$ cat src/rtl/fmps_sat_counter.sv
// Saturating up-counter with synchronous clear; clear wins over increment.
module fmps_sat_counter #(
  parameter int WIDTH = 16
) (
  input  logic             clk,
  input  logic             rst_n,
  input  logic             i_inc,
  input  logic             i_clr,
  output logic [WIDTH-1:0] o_count
);

  logic [WIDTH-1:0] r_count;

  always_ff @(posedge clk or negedge rst_n) begin
    if (!rst_n) begin
      r_count <= '0;
    end else if (i_clr) begin
      r_count <= '0;
    end else if (i_inc && !(&r_count)) begin
      r_count <= r_count + 1'b1;
    end
  end

  assign o_count = r_count;

endmodule

$ cat config.mk
export PLATFORM = sky130hd
export DESIGN_NAME = fmps_sat_counter
export DESIGN_NICKNAME = d
export VERILOG_FILES = /design/src/rtl/fmps_sat_counter.sv
export SDC_FILE = /design/constraint.sdc
export NUM_CORES = 1
export LEC_CHECK = 0
export ABC_CLOCK_PERIOD_IN_PS = 1500
export BUFFER_PORTS_ARGS = -buffer_cell sky130_fd_sc_hd__buf_2
export CAP_MARGIN = 20
export CELL_PAD_IN_SITES_DETAIL_PLACEMENT = 1
export CELL_PAD_IN_SITES_GLOBAL_PLACEMENT = 1
export CORE_ASPECT_RATIO = 1.4
export CORE_UTILIZATION = 36
export DETAILED_ROUTE_END_ITERATION = 8
export MAX_ROUTING_LAYER = met4
export PLACE_DENSITY_LB_ADDON = 0.3
export SYNTH_ARGS = -nofsm -noshare
export SYNTH_HDL_FRONTEND = slang
export SYNTH_SLANG_ARGS = --single-unit
$ cat constraint.sdc
create_clock -name clk -period 1.5 [get_ports clk]
set_input_delay 0.075 -clock clk [delete_from_list [all_inputs] [get_ports clk]]
set_output_delay 0.075 -clock clk [all_outputs]
set_load 0.02 [all_outputs]
==> flow_summary.json <==
{
  "synth.area.mux_share_pct": 5.03,
  "cts_tree": "done",
  "p_comb_share_pct": 8.4,
  "dieArea_um2": 2760,
  "ys_seq_elements": 16,
  "design_area_um2": 1360,
  "die_w_um": 44.7,
  "seq_area_frac_synth_pct": 43.5,
  "intPower_mw": 0.614,
  "ant_nets": 0,
  "synth-edff-count": 0,
  "tightest_slew_ns": 0.398,
  "ys_warn_count": 0,
  "clkSinkCount": 16,
  "cts_root_buf": "clkbuf_4",
  "grt_max_degree": 20,
  "htreeDepth": 1,
  "switching_share_pct": 24.5,
  "ios": 20,
  "grt_pass1_wl_um": 4190,
  "path_cells": "ha_4, and2_4, o2111ai_2, or3_1, a21oi_2",
  "power_mw": 0.813,
  "r2r-start": "o_count[0]$_DFFE_PN0P_",
  "gr-total-overflow": 0,
  "final_cell_mix": "buf_2, buf_4, dfrtp_2",
  "vias_per_cell": 5.50,
  "maxSlewViolCount": 0,
  "fin_crit_sh_pct": 103,
  "slowest_stage": "dfrtp_2",
  "worstSetupStartpoint": "o_count[0]$_DFFE_PN0P_",
  "synth-compound-area-share_pct": 15.5,
  "synth.avg_cell_area_um2": 9.68,
  "setup_viol": 1,
  "relSlewSlack_pct": 73.5,
  "initial_core_util_pct": 38.0,
  "clkTransAtPathRegs_ns": 0.10,
  "synthFlopType": "dfrtp_1",
  "p_leak_nw": 0.612,
  "cp-end-kind": "register",
  "hpwlAfterDp_um": 1820,
  "netlist.area_leader.share_pct": 43.5,
  "violations": "setup timing",
  "pwr-share-seq_pct": 54.7,
  "gp_congestion": 0.829,
  "setup_ws_ns": -0.0481,
  "routed_wl_um": 2780,
  "r2r-end": "o_count[14]$_DFFE_PN0P_",
  "synthTopCellsByArea": "dfrtp_1, a21oi_1, nor2_1",
  "syn2layout_area_growth_pct": 47.6,
  "placed_area_um2": 1180,
  "drive_gt1_share_pct": 58.3,
  "yosysUniqueCellTypes": 36,
  "clk_latency_ns": 0.30,
  "die_y_um": 61.8,
  "synth_xor_area_share_pct": 0.952,
  "numCtsBuffers": 3,
  "clock_path_buffers": 2,
  "core-area_um2": 2420,
  "grt_usage_pct": 21.3,
  "fin_crit_ns": 1.55,
  "synth-simple-area-share_pct": 32.0,
  "cp_slowest_stage_delay_ns": 0.42,
  "hold_class": "in -> reg",
  "r2r_setup_slack_ns": -0.05,
  "async_flop_share_pct": 100,
  "synth_nets": 100,
  "status": "finished with violations",
  "dr.pass1.iters": 4,
  "synthCells": 95,
  "synth_area_um2": 920,
  "grt_pass1_vias": 907,
  "critical_path_required_ns": 1.72,
  "synth_top_family_by_area": "simple AND/OR/NAND/NOR gates",
  "largest_reg_flops": 16,
  "r2r_cells": 5,
  "antenna_found_initial": 0,
  "path_max_fanout": 4,
  "powerDensity_nw_per_um2": 599,
  "finalSetupTns_ns": -0.0481,
  "max-cap-violations": 0,
  "fin_worst_skew_ns": 0.00169,
  "power.share.clock_pct": 36.9,
  "vias": 951,
  "drt_iter0_drc": 8,
  "place_ws_ns": -0.000249,
  "drt_drc_violations_left": 0,
  "cp.arrival_ns": 1.77,
  "critical_path_class": "reg -> reg",
  "rsz0062_at_grt": "yes",
  "synth_top_cell_by_area": "dfrtp_1",
  "endpoint": "o_count[14]$_DFFE_PN0P_",
  "crit_path_start_kind": "register",
  "synthAdderAreaFrac_pct": 1.36,
  "power.switching_mw": 0.199,
  "ir_worst_vdd_v": 0.000451,
  "fmax_mhz": 646,
  "rows": 21,
  "io_buffers": 19,
  "wire_per_inst_um": 16.1,
  "hold_violations": 0,
  "antenna_cells": 0,
  "nets": 145
}
## how the worst min path moves through the flow
stage / to / slack (ns) / start / cells past startpoint
after floorplan: o_count[0]$_DFFE_PN0P_ / -0.22 / rst_n / 0
final: o_count[8]$_DFFE_PN0P_ / 0.19 / i_clr / 2
after global routing: o_count[12]$_DFFE_PN0P_ / 0.23 / i_clr / 2
after detailed placement: o_count[14]$_DFFE_PN0P_ / 0.02 / rst_n / 1
after global placement: o_count[10]$_DFFE_PN0P_ / 0.02 / rst_n / 1
after CTS: o_count[8]$_DFFE_PN0P_ / 0.16 / i_clr / 2
## synthesized netlist by cell type, types with 3 or more instances
master	count
dfrtp_1	16
a21oi_1	8
nor2_1	8
nand2_1	7
nand3_1	4
o21ai_0	4
or3_1	4
a31oi_1	3
and2_1	3
nand2b_1	3
nor3_1	3
o31ai_1	3
## what timing repair did
item | CTS | global route
endpoints found under the hold margin | 16 | 0
resized for setup | 1 | 15
cloned | 0 | 1
endpoints found under the setup margin | 3 | 14
setup buffers | 1 | 5
hold buffers | 1 | 0
pin swaps | 1 | 10
## power groups by stage
stage               registers (mW)  clock network (mW)  logic, mW
floorplan                    0.458                   0     0.0258
global placement             0.451                   0     0.0597
detailed placement           0.451                   0     0.0613
CTS                          0.442               0.307     0.0646
global route                 0.445               0.313     0.0760
finish                       0.444               0.300     0.0682
## worst max-delay path, delay by kind of cell, from the launching register on
family / cells / cell delay [ns]
AO/OA/AOI/OAI: 2 / 0.34
adder cells (fa/ha/maj): 1 / 0.15
flip-flops: 1 / 0.42
AND/OR/NAND/NOR: 2 / 0.56
## kinds of logic (layout without fill, tap and decap cells)
kind of cell	after synthesis	in the layout
AOI/OAI and AO/OA	22	22
xor gates and xnor gates	1	1
adders and majority gates	1	1
buffers and inverters	4	47
DFF	16	16
muxes	4	4
and+or+nand+nor	47	48
## per-layer routing
metal | GRT usage [%] | vias up | share of wire, %
met5 | - | - | 0
met4 | 9.52 | 0 | 2.9
met3 | 1.73 | 9 | 2.7
met2 | 37.0 | 25 | 53
met1 | 25.0 | 471 | 41
li1 | - | 446 | -
## through the flow
stage	hold WS [ns]	util (%)	cells
after floorplan	-0.221	-	95
after global placement	0.0188	48.9	161
after detailed placement	0.0172	48.9	161
after CTS	0.159	51.3	167
after global routing	0.230	56.2	173
final	0.187	56.2	173
## area by class of cell
cell class              instances  area [um^2]
flip-flops and latches         16          415
clock buffers                   4         36.3
repair buffers                 41          270
well taps                      34         42.5
fillers                       293         1060
multi-input cells              76          586
inverters                       2         7.51
(Power assumes the default switching activity.)
